===== src/rtl/shift_pipe_if.sv =====
// shift_pipe handshake bundle: operand/amount/op/tag in, result/carry/tag out.
// slave = shifter side, master = producer/consumer side.
interface shift_pipe_if #(
  parameter int WIDTH = 32,
  parameter int TAG_W = 4
);
  localparam int AMT_W = $clog2(WIDTH) + 1;

  logic             in_valid;
  logic             in_ready;
  logic [WIDTH-1:0] ShiftSource;
  logic [AMT_W-1:0] ShiftAmount;
  logic [2:0]       ShiftSel;
  logic             carry_in;
  logic [TAG_W-1:0] in_tag;
  logic             out_valid;
  logic             out_ready;
  logic [WIDTH-1:0] ShiftResult;
  logic             carry_out;
  logic [TAG_W-1:0] out_tag;

  modport slave (
    input  in_valid, ShiftSource, ShiftAmount,
    input  ShiftSel, carry_in, in_tag, out_ready,
    output in_ready, out_valid, ShiftResult,
    output carry_out, out_tag
  );

  modport master (
    output in_valid, ShiftSource, ShiftAmount,
    output ShiftSel, carry_in, in_tag, out_ready,
    input  in_ready, out_valid, ShiftResult,
    input  carry_out, out_tag
  );
endinterface


===== src/rtl/shift_pipe.sv =====
// Pipelined barrel shifter (LSL/LSR/ASR/ROR/RRX) with ARM carry-out, tag,
// valid/ready backpressure and flush. Ports: clk, reset (async low), flush, io.
module shift_pipe #(
  parameter int WIDTH  = 32,
  parameter int STAGES = 2,
  parameter int TAG_W  = 4
) (
  input  logic        clk,
  input  logic        reset,
  input  logic        flush,
  shift_pipe_if.slave io
);
  localparam int AMT_W = $clog2(WIDTH) + 1;
  localparam int LW    = $clog2(WIDTH);

  logic [WIDTH-1:0] s;
  logic [AMT_W-1:0] n;
  logic [2:0]       sel;
  logic             nz;
  logic             do_lsl, do_lsr, do_asr;
  logic             do_ror, do_rrx;

  assign s   = io.ShiftSource;
  assign n   = io.ShiftAmount;
  assign sel = io.ShiftSel;
  assign nz  = |n;

  // n = 0 falls to the default passthrough; RRX ignores n
  assign do_lsl = nz & (sel == 3'd0);
  assign do_lsr = nz & (sel == 3'd1);
  assign do_asr = nz & (sel == 3'd2);
  assign do_ror = nz & (sel == 3'd3);
  assign do_rrx = (sel == 3'd4);

  // One extra bit catches the carry; oversize
  // amounts shift it out to 0 (or sign for ASR)
  logic [WIDTH:0]        lsl_w, lsr_w;
  logic signed [WIDTH:0] asr_in, asr_w;
  logic [LW-1:0]         rot;
  logic [AMT_W-1:0]      rot_l;
  logic [WIDTH-1:0]      ror_w;

  assign lsl_w  = {1'b0, s} << n;
  assign lsr_w  = {s, 1'b0} >> n;
  assign asr_in = {s, 1'b0};
  assign asr_w  = asr_in >>> n;
  assign rot    = n[LW-1:0];
  assign rot_l  = AMT_W'(WIDTH) - {1'b0, rot};
  assign ror_w  = (s >> rot) | (s << rot_l);

  logic [WIDTH-1:0] res_c;
  logic             co_c;

  always_comb begin
    res_c = s;
    co_c  = io.carry_in;
    unique case (1'b1)
      do_lsl: {co_c, res_c} = lsl_w;
      do_lsr: {res_c, co_c} = lsr_w;
      do_asr: {res_c, co_c} = asr_w;
      do_ror: begin
        res_c = ror_w;
        co_c  = ror_w[WIDTH-1];
      end
      do_rrx: begin
        res_c = {io.carry_in, s[WIDTH-1:1]};
        co_c  = s[0];
      end
      default: ;
    endcase
  end

  logic [STAGES-1:0]            vld_q, vld_d;
  logic [STAGES-1:0][WIDTH-1:0] res_q, res_d;
  logic [STAGES-1:0]            co_q, co_d;
  logic [STAGES-1:0][TAG_W-1:0] tag_q, tag_d;
  logic                         stall, accept;

  assign stall       = vld_q[STAGES-1] & ~io.out_ready;
  assign accept      = io.in_valid & ~stall;
  assign io.in_ready = ~stall;

  always_comb begin
    vld_d = vld_q;
    res_d = res_q;
    co_d  = co_q;
    tag_d = tag_q;
    if (!stall) begin
      for (int i = STAGES - 1; i > 0; i--) begin
        vld_d[i] = vld_q[i-1];
        res_d[i] = res_q[i-1];
        co_d[i]  = co_q[i-1];
        tag_d[i] = tag_q[i-1];
      end
      vld_d[0] = accept;
      if (accept) begin
        res_d[0] = res_c;
        co_d[0]  = co_c;
        tag_d[0] = io.in_tag;
      end
    end
    // flush wins over stall and drops the op presented now
    if (flush) vld_d = '0;
  end

  always_ff @(posedge clk or negedge reset) begin
    if (!reset) begin
      vld_q <= '0;
      res_q <= '0;
      co_q  <= '0;
      tag_q <= '0;
    end else begin
      vld_q <= vld_d;
      res_q <= res_d;
      co_q  <= co_d;
      tag_q <= tag_d;
    end
  end

  assign io.out_valid   = vld_q[STAGES-1];
  assign io.ShiftResult = res_q[STAGES-1];
  assign io.carry_out   = co_q[STAGES-1];
  assign io.out_tag     = tag_q[STAGES-1];
endmodule


===== src/flat_wrapper.sv =====
// flat-port wrapper written by rule: the top's interface ports become plain ports
module shift_pipe_flat 
#(
  parameter int WIDTH  = 32,
  parameter int STAGES = 2,
  parameter int TAG_W  = 4
)
  (clk, reset, flush, io_in_valid, io_ShiftSource, io_ShiftAmount, io_ShiftSel, io_carry_in, io_in_tag, io_out_ready, io_in_ready, io_out_valid, io_ShiftResult, io_carry_out, io_out_tag);
  shift_pipe_if #(.WIDTH(WIDTH), .TAG_W(TAG_W)) io_i ();
  input  logic clk;
  input  logic reset;
  input  logic flush;
  input wire logic [$bits(io_i.in_valid)-1:0] io_in_valid;
  input wire logic [$bits(io_i.ShiftSource)-1:0] io_ShiftSource;
  input wire logic [$bits(io_i.ShiftAmount)-1:0] io_ShiftAmount;
  input wire logic [$bits(io_i.ShiftSel)-1:0] io_ShiftSel;
  input wire logic [$bits(io_i.carry_in)-1:0] io_carry_in;
  input wire logic [$bits(io_i.in_tag)-1:0] io_in_tag;
  input wire logic [$bits(io_i.out_ready)-1:0] io_out_ready;
  output wire logic [$bits(io_i.in_ready)-1:0] io_in_ready;
  output wire logic [$bits(io_i.out_valid)-1:0] io_out_valid;
  output wire logic [$bits(io_i.ShiftResult)-1:0] io_ShiftResult;
  output wire logic [$bits(io_i.carry_out)-1:0] io_carry_out;
  output wire logic [$bits(io_i.out_tag)-1:0] io_out_tag;
  assign io_i.in_valid = io_in_valid;
  assign io_i.ShiftSource = io_ShiftSource;
  assign io_i.ShiftAmount = io_ShiftAmount;
  assign io_i.ShiftSel = io_ShiftSel;
  assign io_i.carry_in = io_carry_in;
  assign io_i.in_tag = io_in_tag;
  assign io_i.out_ready = io_out_ready;
  assign io_in_ready = io_i.in_ready;
  assign io_out_valid = io_i.out_valid;
  assign io_ShiftResult = io_i.ShiftResult;
  assign io_carry_out = io_i.carry_out;
  assign io_out_tag = io_i.out_tag;
  shift_pipe #(.WIDTH(WIDTH), .STAGES(STAGES), .TAG_W(TAG_W)) u_core (.clk(clk), .reset(reset), .flush(flush), .io(io_i));
endmodule

===== config.mk =====
export PLATFORM = sky130hd
export DESIGN_NAME = shift_pipe_flat
export DESIGN_NICKNAME = d
export VERILOG_FILES = /design/src/rtl/shift_pipe_if.sv /design/src/rtl/shift_pipe.sv /design/src/flat_wrapper.sv
export SDC_FILE = /design/constraint.sdc
export NUM_CORES = 1
export LEC_CHECK = 0
export CAP_MARGIN = 30
export CORE_MARGIN = 2
export CORE_UTILIZATION = 61
export CTS_CLUSTER_SIZE = 25
export DETAILED_ROUTE_END_ITERATION = 10
export PLACE_DENSITY = 0.89
export SYNTH_ARGS = -nofsm -noshare
export SYNTH_HDL_FRONTEND = slang
export SYNTH_SLANG_ARGS = --single-unit

===== constraint.sdc =====
create_clock -name clk -period 2.3 [get_ports clk]
set_input_delay 0.575 -clock clk [delete_from_list [all_inputs] [get_ports clk]]
set_output_delay 0.575 -clock clk [all_outputs]
set_load 0.01 [all_outputs]

==> qor.txt, run 1 <==
Synth Net Count: 1,289
post-synth cell types: 85
Sink Count: 76
Post-synth EDFFs: 0
H-Tree Depth: 3
Post-DP HPWL: 38,700 um
status: aborted with a tool error
io pins: 90
Root Buffer: clkbuf_16
Mapped Area: 10,800 um2
Top FF cell, synth: dfrtp_1
largest net degree at the start of global routing: 62
I/O Buffers: 89
Remaining Overflow, GRT: 634
error msg: [ERROR GRT-0116] Global routing finished with congestion. Check the congestion regions in the DRC Viewer.
GPL Wtd Cong: 1.53
total track usage: 87.7%
die height: 137 um
Yosys top cell by area: mux4_2
initial core utilization: 62.3%
vias in the first global route: 17,810
share of the synthesized area in the top cell type: 22.6%
most common cell in the netlist: nand2_1
Num CTS Buffers: 9
Halt Stage: global routing
async set-reset flop share out of synthesis: 100%
wire length of the first global-routing pass: 120,000 um
Longest Clk Path Bufs: 2
syn avg cell area: 8.71 um2
DP Worst Slack: -0.783 ns
number of cells after detailed placement: 1,726
Post-synth top cells: nand2_1 (215), mux4_2 (108), nor2_1 (106), clkbuf_1 (80), mux2i_1 (77)
top cells by area in the synthesized netlist: mux4_2 (23%), dfrtp_1 (18%), nand2_1 (7.5%)
Post-Synthesis Cells: 1,237
# rows: 48
die width: 137 um
Ys Warns: 0
post-synthesis sequential area ratio: 17.6%
Seq cells post-synth: 76
-- metal layers --
| layer | track usage (%) | overflow |
|---|---|---|
| met1 | 83.3 | 29 |
| met4 | 91.4 | 187 |
| met3 | 76.6 | 43 |
| met5 | 51.1 | 7 |
| met2 | 103 | 368 |
-- kinds of logic after synthesis --
kind of cell             synth area share [%]
AND/OR/NAND/NOR                          18.2
multiplexers                             34.6
flip-flops                               17.6
adder cells (fa/ha/maj)                 0.116
XOR/XNOR                                0.801
buffers and inverters                    9.89
AO/OA/AOI/OAI                            18.7
-- per-stage QoR --
step	util [%]	instance area, um2
floorplan	-	11000
global placement	80.5	13900
detailed placement	80.5	13900
CTS	89.5	15500
-- repair_timing --
action | CTS
hold buffers | 0
endpoints found under the setup margin | 34
pin swaps | 47
endpoints found under the hold margin | 0
resized for setup | 237
setup buffers | 43
cloned | 4
==> inputs of run 2 (changes only) <==
--- a/config.mk
+++ b/config.mk
@@ -7,10 +7,9 @@
 export LEC_CHECK = 0
 export CAP_MARGIN = 30
 export CORE_MARGIN = 2
-export CORE_UTILIZATION = 61
-export CTS_CLUSTER_SIZE = 25
+export CORE_UTILIZATION = 40
 export DETAILED_ROUTE_END_ITERATION = 10
-export PLACE_DENSITY = 0.89
+export PLACE_DENSITY_LB_ADDON = 0.15
 export SYNTH_ARGS = -nofsm -noshare
 export SYNTH_HDL_FRONTEND = slang
 export SYNTH_SLANG_ARGS = --single-unit
==> qor.txt, run 2 <==
status: finished, violations left
failing checks: negative setup slack
CTS tree: built
Post-Synthesis Cells: 1,237
Core Util, Final: 66.7%
syn avg cell area: 8.71 um2
Reg power frac: 21.6%
die area: 28,300 um2
Top FF cell, synth: dfrtp_1
Worst EP arrival: 2.95 ns
worst reg-to-reg path cell count: 9
post-synthesis sequential area ratio: 17.6%
die width: 168 um
vias in the first global route: 12,745
Max Cap Violations: 0
logic gate share of total power: 60.7%
GPL Wtd Cong: 1.07
clock power share: 17.6%
Fin. Hold Viols: 0
Seq cells post-synth: 76
pins over their slew limit: 0
uppermost layer routed: met4
total number of vias: 13,353
ant diodes: 0
Final Skew: 0.0119 ns
Synth Net Count: 1,289
Worst Hold Class: primary input to asynchronous set/reset pin
Post-synth EDFFs: 0
vias per inst: 6.52
number of cells after detailed placement: 1,904
Setup Viol. Count Final: 33
largest net degree at the start of global routing: 46
core area: 26,700 um2
DRT iter0 DRCs: 1,635
Final ANT Viol Nets: 0
wire length of the first global-routing pass: 88,200 um
Avg WL per Cell: 30.3 um
Layout Area Growth over Synthesis: 65.4%
Critical Path RT: 2.49 ns
most common cell in the netlist: nand2_1
commonest non-fill, non-tap cell in the layout: buf_4
CP Class: primary input to flip-flop
# rows: 60
power per cell area: 439 nW/um2
RSZ-0062 raised after global routing: true
die height: 168 um
Final #Nets: 1,755
Sink Count: 76
metal3 WL: 6560 um
Max VDD drop: 0.000335 V
Detail Route met2 WL: 27,100 um
Ys Warns: 0
Longest Clk Path Bufs: 2
Max Fclk: 362 MHz
post-synth cell types: 85
placed inst area: 14,700 um2
most frequent cells in the layout: buf_4 (413), nand2_1 (205), mux4_2 (108)
top cells by area in the synthesized netlist: mux4_2 (23%), dfrtp_1 (18%), nand2_1 (7.5%)
initial core utilization: 40.3%
H-Tree Depth: 3
Final Non-Filler Cells: 2,049
switching share of power: 40.4%
share of the synthesized area in the top cell type: 22.6%
Hold WS: 0.177 ns
Critical Path Fanout Max: 5
Post-DP HPWL: 46,100 um
critical path launch point type: primary input
multi-input logic area: 9160 um2
Mapped Area: 10,800 um2
DRT Pass-1 Iters: 7
drt drc: 0
total wire length: 62,200 um
Pleak: 7.64 nW
WL met1: 23,900 um
CP endpoint kind: flip-flop
worst r2r dst: u_core.res_q[27]
post-layout minimum cycle time: 2.76 ns
final period utilization: 120%
layout cell share with drive strength beyond 1: 52.9%
FF-to-FF setup slack: 0.14 ns
Cell Int Power: 4.66 mW
CTS clk-pin slew, worst paths: 0.07 ns
Rel. slew slack: 56.8%
Yosys top cell by area: mux4_2
total track usage: 42.6%
Sequential Area: 1900 um2
Remaining Overflow, GRT: 0
Root Buffer: clkbuf_16
Crit Reg-Reg Startpoint: u_core.vld_q[1]
Worst-Margin Slew: 0.630 ns
final worst slack: -0.463 ns
Post-synth top cells: nand2_1 (215), mux4_2 (108), nor2_1 (106), clkbuf_1 (80), mux2i_1 (77)
fill count: 2,104
I/O Buffers: 89
clock insertion delay at the later pin of the skew report: 0.34 ns
Net Switching: 3.16 mW
async set-reset flop share out of synthesis: 100%
Num CTS Buffers: 9
io pins: 90
initial antenna violation count: 2
Design Area, Final: 17,800 um2
==> run 2: cell type report <==
type | count | area share [%]
Multi-Input combinational cell | 967 | 51.4
Timing Repair Buffer | 633 | 33.6
Sequential cell | 76 | 10.7
Tap cell | 341 | 2.39
Clock buffer | 9 | 1.26
Inverter | 16 | 0.393
Clock inverter | 7 | 0.323
==> run 2: critical path, cell delays in order <==
cell and delay, ns:
buf_8 0.09, inv_8 0.03, ha_4 0.35, buf_12 0.14, mux2_4 0.30, mux4_2 0.58
o2bb2ai_1 0.17, a211o_1 0.33, a211oi_2 0.25, a31oi_1 0.13
==> run 2: cells by family (layout without fill, tap and decap cells) <==
| kind of cell | after synthesis | in the layout | share of synthesized area (%) |
|---|---|---|---|
| simple gates | 444 | 444 | 18.2 |
| compound gates | 283 | 284 | 18.7 |
| mux | 232 | 232 | 34.6 |
| buf+inv | 195 | 665 | 9.89 |
| flops | 76 | 76 | 17.6 |
| xor+xnor | 6 | 6 | 0.801 |
| fa+ha+maj | 1 | 1 | 0.116 |
==> run 2: timing repair <==
| item | CTS | global route |
|---|---|---|
| resized for setup | 291 | 117 |
| buffers inserted | 76 | 48 |
| endpoints found under the setup margin | 34 | 34 |
| cloned | 12 | 5 |
| pin swaps | 64 | 63 |
| hold buffers | 0 | 0 |
==> run 2: power by group through the flow <==
stage                     combinational (mW)  sequential [mW]  clock [mW]
after floorplan                         1.99             1.66           0
after global placement                  3.74             1.70           0
after detailed placement                3.74             1.71           0
after CTS                               4.29             1.69        1.41
after global routing                    4.90             1.71        1.46
final                                   4.75             1.69        1.38
==> run 2: per-layer routing <==
layer	up-vias	GRT usage, %
met4	0	23.4
met2	994	66.1
met1	6489	56.5
li1	5606	-
met5	-	0
met3	264	7.99
==> run 2: worst max-delay path by stage <==
stage	from	end	slack, ns	depth (start not counted)
finish	io_ShiftAmount[0]	u_core.co_q[0]	-0.46	10
global route	io_ShiftAmount[0]	u_core.co_q[0]	-0.47	10
CTS	io_ShiftAmount[1]	u_core.co_q[0]	-0.39	10
detailed placement	io_ShiftAmount[0]	u_core.co_q[0]	-0.93	9
global placement	io_ShiftAmount[0]	u_core.co_q[0]	-0.99	9
floorplan	io_ShiftAmount[0]	u_core.co_q[0]	-0.86	13
==> run 2: metrics by stage <==
stage	TNS, ns	total power [mW]	setup slack (ns)
after floorplan	-22.05	3.65	-0.858
after global placement	-25.01	5.44	-0.988
after detailed placement	-25.68	5.46	-0.934
after CTS	-5.65	7.39	-0.393
after global routing	-8.78	8.07	-0.467
final	-8.14	7.82	-0.463
No activity file was read; power rests on OpenSTA's default activity.
